$ cat config.mk
export PLATFORM = sky130hd
export DESIGN_NAME = uart_deframer_flat
export DESIGN_NICKNAME = d
export VERILOG_FILES = /design/src/rtl/uart_frame_pkg.sv /design/src/rtl/uart_deframer_if.sv /design/src/rtl/uart_frame_buf.sv /design/src/rtl/uart_deframer.sv /design/src/flat_wrapper.sv
export SDC_FILE = /design/constraint.sdc
export NUM_CORES = 1
export LEC_CHECK = 0
export CORE_MARGIN = 4
export CORE_UTILIZATION = 31
export CTS_CLUSTER_DIAMETER = 200
export DETAILED_ROUTE_END_ITERATION = 6
export SETUP_SLACK_MARGIN = 0.15
export SKIP_CTS_REPAIR_TIMING = 1
export SYNTH_ARGS = -nofsm -noshare
export SYNTH_HDL_FRONTEND = slang
export SYNTH_SLANG_ARGS = --single-unit
$ cat constraint.sdc
create_clock -name i_clk -period 3.1 [get_ports i_clk]
set_clock_uncertainty 0.1 [all_clocks]
set_input_delay 0.62 -clock i_clk [delete_from_list [all_inputs] [get_ports i_clk]]
set_output_delay 0.62 -clock i_clk [all_outputs]
set_load 0.02 [all_outputs]
$ cat src/rtl/uart_frame_pkg.sv
`default_nettype none
// ============================================================================
// Module      : uart_frame_pkg
// Description : Shared constants and state encoding for the UART deframer.
// Revision    : 1.0
// ============================================================================
package uart_frame_pkg;

    localparam logic [7:0] SYNC_BYTE = 8'hA5;

    typedef enum logic [2:0] {
        ST_HUNT    = 3'd0,
        ST_LEN     = 3'd1,
        ST_PAYLOAD = 3'd2,
        ST_CHK     = 3'd3,
        ST_DRAIN   = 3'd4
    } state_t;

    localparam logic [1:0] ERR_LEN     = 2'd0;
    localparam logic [1:0] ERR_CHK     = 2'd1;
    localparam logic [1:0] ERR_TIMEOUT = 2'd2;
    localparam logic [1:0] ERR_LINE    = 2'd3;

endpackage
`default_nettype wire

$ cat src/rtl/uart_deframer_if.sv
`default_nettype none
// ============================================================================
// Module      : uart_deframer_if
// Description : Byte-in / payload-out handshake bundle of the UART deframer.
// Revision    : 1.0
// ============================================================================
interface uart_deframer_if;
    logic [7:0] i_data;
    logic       i_valid;
    logic       o_ready;
    logic       i_rxerr;
    logic [7:0] o_data;
    logic       o_valid;
    logic       o_last;
    logic       i_ready;
    logic       o_frame_ok;
    logic       o_err;
    logic [1:0] o_err_code;

    modport slave (
        input  i_data, i_valid, i_rxerr, i_ready,
        output o_ready, o_data, o_valid, o_last, o_frame_ok, o_err, o_err_code
    );

    modport master (
        output i_data, i_valid, i_rxerr, i_ready,
        input  o_ready, o_data, o_valid, o_last, o_frame_ok, o_err, o_err_code
    );
endinterface
`default_nettype wire

$ cat src/rtl/uart_frame_buf.sv
`default_nettype none
// ============================================================================
// Module      : uart_frame_buf
// Description : DEPTH x 8 payload store, synchronous write, combinational read.
// Revision    : 1.0
// ============================================================================
module uart_frame_buf #(
    parameter int DEPTH = 16,
    parameter int AW    = 4
) (
    input  wire logic          i_clk,
    input  wire logic          i_wr_en,
    input  wire logic [AW-1:0] i_wr_addr,
    input  wire logic [7:0]    i_wr_data,
    input  wire logic [AW-1:0] i_rd_addr,
    output logic [7:0]         o_rd_data
);
    logic [7:0] r_mem [DEPTH];

    always_ff @(posedge i_clk) begin
        if (i_wr_en) begin
            r_mem[i_wr_addr] <= i_wr_data;
        end
    end

    assign o_rd_data = r_mem[i_rd_addr];
endmodule
`default_nettype wire

$ cat src/rtl/uart_deframer.sv
`default_nettype none
// ============================================================================
// Module      : uart_deframer
// Description : Hunts SYNC/LEN/payload/CHK frames, verifies the checksum and
//               replays the buffered payload over a valid/ready stream.
// Revision    : 1.0
// ============================================================================
module uart_deframer #(
    parameter int MAX_LEN     = 16,
    parameter int TIMEOUT_CYC = 100000
) (
    input  wire logic      i_clk,
    input  wire logic      i_rst,
    uart_deframer_if.slave bus
);
    import uart_frame_pkg::*;

    localparam int IW = $clog2(MAX_LEN + 1);
    localparam int TW = $clog2(TIMEOUT_CYC + 1);
    localparam int AW = (MAX_LEN > 1) ? $clog2(MAX_LEN) : 1;
    localparam logic [7:0]    c_MAX_LEN = 8'(MAX_LEN);
    localparam logic [TW-1:0] c_TIMEOUT = TW'(TIMEOUT_CYC);

    state_t        r_state;
    logic [IW-1:0] r_len;
    logic [IW-1:0] r_wr_idx;
    logic [IW-1:0] r_rd_idx;
    logic [7:0]    r_sum;
    logic [TW-1:0] r_to_cnt;
    logic [7:0]    r_data;
    logic          r_valid;
    logic          r_last;
    logic          r_frame_ok;
    logic          r_err;
    logic [1:0]    r_err_code;

    logic          w_ready;
    logic          w_accept;
    logic          w_wr_en;
    logic [IW-1:0] w_wr_next;
    logic [IW-1:0] w_rd_next;
    logic [IW-1:0] w_rd_addr;
    logic [TW-1:0] w_to_next;
    logic [7:0]    w_chk_sum;
    logic [7:0]    w_rd_data;

    assign w_ready   = (r_state != ST_DRAIN);
    assign w_accept  = bus.i_valid && w_ready;
    assign w_wr_en   = (r_state == ST_PAYLOAD) && w_accept && !bus.i_rxerr;
    assign w_wr_next = r_wr_idx + IW'(1);
    assign w_rd_next = r_rd_idx + IW'(1);
    assign w_to_next = r_to_cnt + TW'(1);
    assign w_chk_sum = r_sum + bus.i_data;
    // Byte 0 must be on the read port in the CHK cycle so it can load o_data.
    assign w_rd_addr = (r_state == ST_DRAIN) ? r_rd_idx : '0;

    uart_frame_buf #(
        .DEPTH (MAX_LEN),
        .AW    (AW)
    ) u_buf (
        .i_clk     (i_clk),
        .i_wr_en   (w_wr_en),
        .i_wr_addr (r_wr_idx[AW-1:0]),
        .i_wr_data (bus.i_data),
        .i_rd_addr (w_rd_addr[AW-1:0]),
        .o_rd_data (w_rd_data)
    );

    always_ff @(posedge i_clk or posedge i_rst) begin
        if (i_rst) begin
            r_state    <= ST_HUNT;
            r_len      <= '0;
            r_wr_idx   <= '0;
            r_rd_idx   <= '0;
            r_sum      <= '0;
            r_to_cnt   <= '0;
            r_data     <= '0;
            r_valid    <= 1'b0;
            r_last     <= 1'b0;
            r_frame_ok <= 1'b0;
            r_err      <= 1'b0;
            r_err_code <= ERR_LEN;
        end else begin
            r_frame_ok <= 1'b0;
            r_err      <= 1'b0;
            case (r_state)
                ST_HUNT: begin
                    if (w_accept && bus.i_data == SYNC_BYTE) begin
                        r_state  <= ST_LEN;
                        r_to_cnt <= '0;
                    end
                end
                ST_LEN, ST_PAYLOAD, ST_CHK: begin
                    // Line error outranks a same-cycle byte; a byte outranks the timeout.
                    if (bus.i_rxerr) begin
                        r_err      <= 1'b1;
                        r_err_code <= ERR_LINE;
                        r_state    <= ST_HUNT;
                        r_to_cnt   <= '0;
                    end else if (w_accept) begin
                        r_to_cnt <= '0;
                        if (r_state == ST_LEN) begin
                            if (bus.i_data == 8'h00 || bus.i_data > c_MAX_LEN) begin
                                r_err      <= 1'b1;
                                r_err_code <= ERR_LEN;
                                r_state    <= ST_HUNT;
                            end else begin
                                r_len    <= bus.i_data[IW-1:0];
                                r_sum    <= bus.i_data;
                                r_wr_idx <= '0;
                                r_state  <= ST_PAYLOAD;
                            end
                        end else if (r_state == ST_PAYLOAD) begin
                            r_sum    <= w_chk_sum;
                            r_wr_idx <= w_wr_next;
                            if (w_wr_next == r_len) begin
                                r_state <= ST_CHK;
                            end
                        end else if (w_chk_sum == 8'h00) begin
                            r_frame_ok <= 1'b1;
                            r_state    <= ST_DRAIN;
                            r_valid    <= 1'b1;
                            r_data     <= w_rd_data;
                            r_last     <= (r_len == IW'(1));
                            r_rd_idx   <= IW'(1);
                        end else begin
                            r_err      <= 1'b1;
                            r_err_code <= ERR_CHK;
                            r_state    <= ST_HUNT;
                        end
                    end else if (w_to_next == c_TIMEOUT) begin
                        r_err      <= 1'b1;
                        r_err_code <= ERR_TIMEOUT;
                        r_state    <= ST_HUNT;
                        r_to_cnt   <= '0;
                    end else begin
                        r_to_cnt <= w_to_next;
                    end
                end
                ST_DRAIN: begin
                    if (r_valid && bus.i_ready) begin
                        if (r_last) begin
                            r_valid <= 1'b0;
                            r_last  <= 1'b0;
                            r_state <= ST_HUNT;
                        end else begin
                            r_data   <= w_rd_data;
                            r_last   <= (w_rd_next == r_len);
                            r_rd_idx <= w_rd_next;
                        end
                    end
                end
                default: r_state <= ST_HUNT;
            endcase
        end
    end

    assign bus.o_ready    = w_ready;
    assign bus.o_data     = r_data;
    assign bus.o_valid    = r_valid;
    assign bus.o_last     = r_last;
    assign bus.o_frame_ok = r_frame_ok;
    assign bus.o_err      = r_err;
    assign bus.o_err_code = r_err_code;
endmodule
`default_nettype wire

$ cat src/flat_wrapper.sv
// flat-port wrapper written by rule: the top's interface ports become plain ports
module uart_deframer_flat import uart_frame_pkg::*;
#(
    parameter int MAX_LEN     = 16,
    parameter int TIMEOUT_CYC = 100000
)
  (i_clk, i_rst, bus_i_data, bus_i_valid, bus_i_rxerr, bus_i_ready, bus_o_ready, bus_o_data, bus_o_valid, bus_o_last, bus_o_frame_ok, bus_o_err, bus_o_err_code);
  uart_deframer_if bus_i ();
  input  wire logic i_clk;
  input  wire logic i_rst;
  input wire logic [$bits(bus_i.i_data)-1:0] bus_i_data;
  input wire logic [$bits(bus_i.i_valid)-1:0] bus_i_valid;
  input wire logic [$bits(bus_i.i_rxerr)-1:0] bus_i_rxerr;
  input wire logic [$bits(bus_i.i_ready)-1:0] bus_i_ready;
  output wire logic [$bits(bus_i.o_ready)-1:0] bus_o_ready;
  output wire logic [$bits(bus_i.o_data)-1:0] bus_o_data;
  output wire logic [$bits(bus_i.o_valid)-1:0] bus_o_valid;
  output wire logic [$bits(bus_i.o_last)-1:0] bus_o_last;
  output wire logic [$bits(bus_i.o_frame_ok)-1:0] bus_o_frame_ok;
  output wire logic [$bits(bus_i.o_err)-1:0] bus_o_err;
  output wire logic [$bits(bus_i.o_err_code)-1:0] bus_o_err_code;
  assign bus_i.i_data = bus_i_data;
  assign bus_i.i_valid = bus_i_valid;
  assign bus_i.i_rxerr = bus_i_rxerr;
  assign bus_i.i_ready = bus_i_ready;
  assign bus_o_ready = bus_i.o_ready;
  assign bus_o_data = bus_i.o_data;
  assign bus_o_valid = bus_i.o_valid;
  assign bus_o_last = bus_i.o_last;
  assign bus_o_frame_ok = bus_i.o_frame_ok;
  assign bus_o_err = bus_i.o_err;
  assign bus_o_err_code = bus_i.o_err_code;
  uart_deframer #(.MAX_LEN(MAX_LEN), .TIMEOUT_CYC(TIMEOUT_CYC)) u_core (.i_clk(i_clk), .i_rst(i_rst), .bus(bus_i));
endmodule
# After elaboration in Yosys (flattened, before gate mapping)
# Memory sizes are Yosys's and may differ from the RTL's.
# Index checks and enable logic that the tools add are counted.
[word_totals] register_bits=57 latchBits=0 ramBits=128 mem_bits_ro=0 out_inout_bits=15 mem_count=1
[classes] add_sub_neg=4 multipliers=0 n_div=0 order_cmp=1 eq_ne=25 shifts=0 n_mux=79 bitwise=2 reduce_logical=23
[mem_list] memory="u_core.u_buf.r_mem" depth=16 width=8 read_ports=1 rd_ports_with_merged_regs=0 wr=1 line_no="uart_frame_buf.sv:18" text="logic [7:0] r_mem [DEPTH];"
[op_table] operator="$mux 8" n=10
[op_table] operator="$mux 17" n=4
[op_table] operator="$mux 5" n=10
[op_table] operator="$pmux 17 s2" n=1
[op_table] operator="$mux 1" n=30
[op_table] operator="$mux 3" n=10
[op_table] operator="$reduce_and 5->1" n=4
[op_table] operator="$add 17x1->17 const B" n=1
[op_table] operator="$eq 17x17->1 const B" n=1
[op_table] operator="$logic_not 8->1" n=2
[op_table] operator="$mux 2" n=8
[op_table] operator="$pmux 8 s2" n=1
[op_table] operator="$reduce_and 8->1" n=2
[op_table] operator="$ne 2x2->1 const B" n=6
[op_table] operator="$ne 4x4->1 const B" n=3
[op_table] operator="$add 5x1->5 const B" n=2
[op_table] operator="$eq 5x5->1" n=2
[op_table] operator="$pmux 5 s2" n=1
[op_table] operator="$pmux 3 s3" n=1
[op_table] operator="$add 8x8->8" n=1
[op_table] operator="$eq 8x8->1 const B" n=1
[op_table] operator="$gt 8x5->1 const B" n=1
[op_table] operator="$ne 2x1->1 const B" n=4
[op_table] operator="$reduce_and 7->1" n=1
[op_table] operator="18 further kinds" n=27

# Depth between registers and ports, before layout
# An unclocked memory read counts as a cell.
[logic_depth] ltp_word=9 depth_mapped=11 mapped_depth_nobuf=10

# Hierarchy
# A second synthesis with hierarchy kept.
[unflattened] cells_unflattened=603 area_unflattened_um2=8562.0
[modules_own_cells] module="uart_frame_buf" instances=1 cells_per_inst=221 area_per_inst_um2=4987.3
[modules_own_cells] module="uart_deframer" instances=1 cells_per_inst=382 area_per_inst_um2=3574.7

# Least setup slack after synthesis
# OpenSTA, ideal clock, no wires.
[synth_path] kind="input-to-reg" startpoint="input bus_i_data[0]" endpoint="register u_core.r_rd_idx[0]" t_arrival_ns=2.747 t_required_ns=2.872 path_slack_ns=0.126 stages=11 n_path_buf=1 cell_sequence="ha_1 inv_1 fa_1 nor2b_1 o31a_1 or4_1 nand3_1 nor4_2 o22ai_1 buf_2 mux2_1"
[synth_via] elab_chain_len=4
[synth_rtl] item="start, declared" line_no="flat_wrapper.sv:11" text="input wire logic [$bits(bus_i.i_data)-1:0] bus_i_data;"
[synth_rtl] item="$add 8x8->8" line_no="uart_deframer.sv:53" text="assign w_chk_sum = r_sum + bus.i_data;"
[synth_rtl] item="$logic_not 8->1" line_no="uart_deframer.sv:119" text="end else if (w_chk_sum == 8'h00) begin"
[synth_rtl] item="$ne 2x1->1 (no source line)"
[synth_rtl] item="$reduce_and 8->1 (no source line)"
[synth_rtl] item="end signal, assigned" line_no="uart_deframer.sv:149" text="r_rd_idx <= w_rd_next;"
[synth_rtl] item="end, declared" line_no="uart_deframer.sv:27" text="logic [IW-1:0] r_rd_idx;"
# Every way passes these cells.
# A chain may end at the register's enable or synchronous reset.

# Worst setup path in the final report
[layout_path] startpoint="register u_core.r_sum[0]" endpoint="register u_core.r_data[3] (netlist: u_core.bus.o_data[3])"
[layout_via] elab_chain_len=4
[layout_rtl] item="start, declared" line_no="uart_deframer.sv:28" text="logic [7:0] r_sum;"
[layout_rtl] item="start signal, assigned" line_no="uart_deframer.sv:109" text="r_sum <= bus.i_data;"
[layout_rtl] item="start signal, assigned" line_no="uart_deframer.sv:114" text="r_sum <= w_chk_sum;"
[layout_rtl] item="$add 8x8->8" line_no="uart_deframer.sv:53"
[layout_rtl] item="$logic_not 8->1" line_no="uart_deframer.sv:119"
[layout_rtl] item="$ne 2x1->1 (no source line)"
[layout_rtl] item="$reduce_and 8->1 (no source line)"
[layout_rtl] item="end signal, assigned" line_no="uart_deframer.sv:123" text="r_data <= w_rd_data;"
[layout_rtl] item="end signal, assigned" line_no="uart_deframer.sv:147" text="r_data <= w_rd_data;"
[layout_rtl] item="end, declared" line_no="uart_deframer.sv:30" text="logic [7:0] r_data;"
# Every way passes these cells.

==> reports/summary.md <==
The clock net in this run drives a total of 185 sinks. Counting the buffers created by CTS gives 17. The detailed router finished its first iteration with 573 violations. The remaining number of nets flagged by the antenna check after routing came out at 0. STA classifies the critical path endpoint as a flop. Fraction of final layout cells with drive strength greater than 1: 23.1%. Reg-to-reg critical path endpoint: u_core.bus.o_data[3].

The number of hold-slack violations in the final timing report came out at 0. Using the TritonRoute via totals, the vias-per-cell ratio works out to 5.15. The top cell type's share of synthesized area is 42.7%, and the overall die area is 0.0319 sq mm. The cell-internal power came out at 3.87 mW. For this run, the leading register cell type out of synthesis is edfxtp_1. Of all flip-flops after synthesis, the portion carrying an async set or reset was 30.8%.

For this design the ratio of total power to cell area is 454 mW/mm^2. For the cell row count, the log shows 62. The kind of critical path was flop to flop.

The smallest clock period supported by the final layout is computed as 2860 ps. The timing-limited maximum frequency is 0.350 GHz, and the number of cells traversed by the worst hold path is 1. After layout, the design draws a total of 5.02 mW. STA puts the critical path data required time at 3310 ps. The most instantiated library cell after synthesis is edfxtp_1. The number of global-route vias before repair is 6040.

The startpoint identified for the worst hold timing path is u_core.bus.o_data[6]. Largest net degree at the start of global routing: 58. The proportion of total power due to net switching is 23.0%. The data arrival at the endpoint of the critical path is 3070 ps, and the register clock-pin slew on the reported worst setup and hold paths is 70 ps. The H-tree generated during clock tree synthesis spans 4 levels. The area after detailed placement came out at 0.0102 sq mm. The clock network burns 43.4% of the power. In the routed design, unresolved DRC markers number 0.

The run finished with clean final reports. The final layout contains 845 nets. By area the synthesized netlist is led by edfxtp_1 (43%), dfrtp_1 (16%), mux2_2 (3.9%). For this design the total switching power over the nets is 1.15 mW. The first detailed-routing pass ran for 5 iterations.

Combinational logic is responsible for 3.6% of the overall power. The startpoint identified for the worst register-to-register timing path is u_core.r_sum[0]. The startpoint class of the critical path was a flop.

For the number of antenna violations at the first check in global routing, the log shows 2. In this run the worst path has a maximum fanout of 6. Relative to the synthesized area, the layout overhead comes to 22.6%. The count of boundary I/O pins was 28; the final routed wire length divided by cell count was 18.5 um. In this run, distinct cell masters in the synthesized netlist total 73. After filler insertion, the fill cell instance count of the layout stands at 2753. After routing the design area is 0.0111 sq mm.

TritonCTS built the clock tree. The run gives 2 as the number of buffers between clock root and the deepest sink. For the worst-case register-to-register setup slack, the log shows 240 ps. For the reported leakage power, the log shows 4.13 nW. For the worst flop-to-flop path, the logic depth is 12.

After floorplanning, the core was sized to cover 0.0287 sq mm. Setup repair after global routing could not meet its margin everywhere. In this run the mean area of a mapped cell was 12.3 sq um. The routed via count is 6263.

Initial standard-cell utilization of the core: 31.4%. The logs give 0.815 for the routability congestion estimate from global placement and 430 ps for the later-pin clock latency in the skew report. The detailed-route wire length was 22.5 mm; the actual slew at the worst max-slew pin was 552 ps.

The HPWL after detailed placement is 15.2 mm. When the netlist entered floorplanning its net count stood at 762. The total number of yosys warnings is 0, and the gate count of the mapped netlist is 735.

The min-delay analysis places its worst path in the category flop to flop. The worst hold path terminates at u_core.bus.o_data[6]. The run gives 0 as the max-capacitance violation count. Clock tree synthesis selected as its root buffer the cell clkbuf_16.

In this run, synthesis produced a sequential element count of 185. The max-slew violation total from the final report came out at 0. Setup violations remaining at the end of the flow were counted as 0. In the finished design, the share of the clock period the worst path needs comes to 92.3%.

Most area-hungry cell type in the Yosys netlist: edfxtp_1. Sequential elements use 58.5% of the synthesized area. The total overflow left after global routing is 0. The height of the die came out at 178 um.

The first-pass GRT wire length came out at 35.0 mm. Per report_power, the sequential group accounts for 53.0% of the total. Counting flops with a built-in enable in the synthesized netlist gives 128.

Global routing consumed, over all layers together, 14.3% of the routing resources. Ranked by instance count, the synthesized netlist is headed by edfxtp_1 (128), dfrtp_1 (57), o21ai_0 (54), nand2_1 (51), nand3_1 (38). Buffers placed on the I/O ports in this run total 27. In this run the cell area of the synthesized design comes to 0.00901 sq mm.

Measured along the x axis, the die boundary spans 178 um. The worst pin sits at a relative slew slack of 63.1%. IR analysis of the VDD net gives a maximum drop of 0.370 mV.
==> worst max-delay path, stage by stage (launching register included) <==
cell	delay [ps]
dfrtp_1	390
ha_2	190
inv_2	60
fa_2	230
nor2b_2	60
o31a_1	310
or4_4	440
nand3_4	100
nor4_2	40
buf_4	160
o22ai_4	160
buf_6	170
mux2_2	330
==> registers in the layout (all words and copies together) (netlist names), 2 cells and up <==
register and cells:
u_core.r_rd_idx 5, u_core.r_to_cnt 17, u_core.r_len 5, u_core.u_buf.r_mem 128, u_core.bus.o_data 8, u_core.bus.o_err_code 2, u_core.r_wr_idx 5, u_core.r_state 3
u_core.r_sum 8
==> how the worst max path moves through the flow <==
stage                               start                       end  cells after the start
after global placement      bus_i_data[0]  u_core.bus.o_err_code[0]                     14
after CTS                   bus_i_data[0]  u_core.bus.o_err_code[1]                     12
after global routing      u_core.r_sum[0]      u_core.bus.o_data[3]                     12
after detailed placement    bus_i_data[0]  u_core.bus.o_err_code[0]                     14
after floorplan             bus_i_data[0]        u_core.r_rd_idx[0]                     11
final                     u_core.r_sum[0]      u_core.bus.o_data[3]                     12
==> layer usage <==
layer | routed length (um) | track usage (%) | up-vias
li1 | - | - | 2971
met1 | 10200 | 19.4 | 3127
met2 | 11000 | 23.8 | 138
met3 | 849 | 2.54 | 25
met4 | 379 | 3.81 | 2
met5 | 13 | 0 | -
==> cell families after synthesis <==
family	Yosys count	synth area share, %
muxes	65	8.89
AOI/OAI and AO/OA	158	11.3
DFF	185	58.5
xor gates and xnor gates	25	2.43
and+or+nand+nor	230	14.1
buffers and inverters	58	2.74
adders and majority gates	14	2.03
==> power by group through the flow <==
stage | Combinational [mW] | Clock (mW) | Sequential [mW]
3_5_place_dp | 0.174 | 0 | 2.71
3_3_place_gp | 0.172 | 0 | 2.71
2_1_floorplan | 0.0661 | 0 | 2.71
4_1_cts | 0.174 | 2.22 | 2.66
6_report | 0.183 | 2.18 | 2.66
5_1_grt | 0.202 | 2.33 | 2.66
==> area by class of cell <==
class / instances / area [sq um] / share of cell area [%]
repair buffers: 108 / 997 / 9.02
well taps: 384 / 480 / 4.35
inverters: 14 / 56.3 / 0.509
flip-flops and latches: 185 / 5270 / 47.7
clock buffers: 18 / 429 / 3.88
clock inverters: 14 / 150 / 1.36
diodes: 1 / 2.50 / 0.0226
multi-input cells: 492 / 3660 / 33.2
==> cell usage in the layout, fill, tap and decap left out, types with 22 or more instances in the layout <==
cell type	synthesis	routed
buf_4	4	70
a21oi_1	36	36
edfxtp_1	128	128
mux2_2	31	31
o21ai_0	54	53
nor2_1	29	28
dfrtp_1	57	56
nand2_1	51	51
and2_1	22	22
nand3_1	38	37
==> metrics by stage <==
stage | setup WS, ps | cells | util (%) | TNS (ps) | hold WS (ps)
after global routing | 114 | 1216 | 38.5 | 0 | 437
final | 240 | 1216 | 38.5 | 0 | 411
after CTS | -390 | 1209 | 37.7 | -4470 | 401
after detailed placement | -821 | 1177 | 35.7 | -13350 | 384
after global placement | -808 | 1177 | 35.7 | -13310 | 371
after floorplan | 156 | 735 | - | 0 | 353
(Power assumes the default switching activity.)
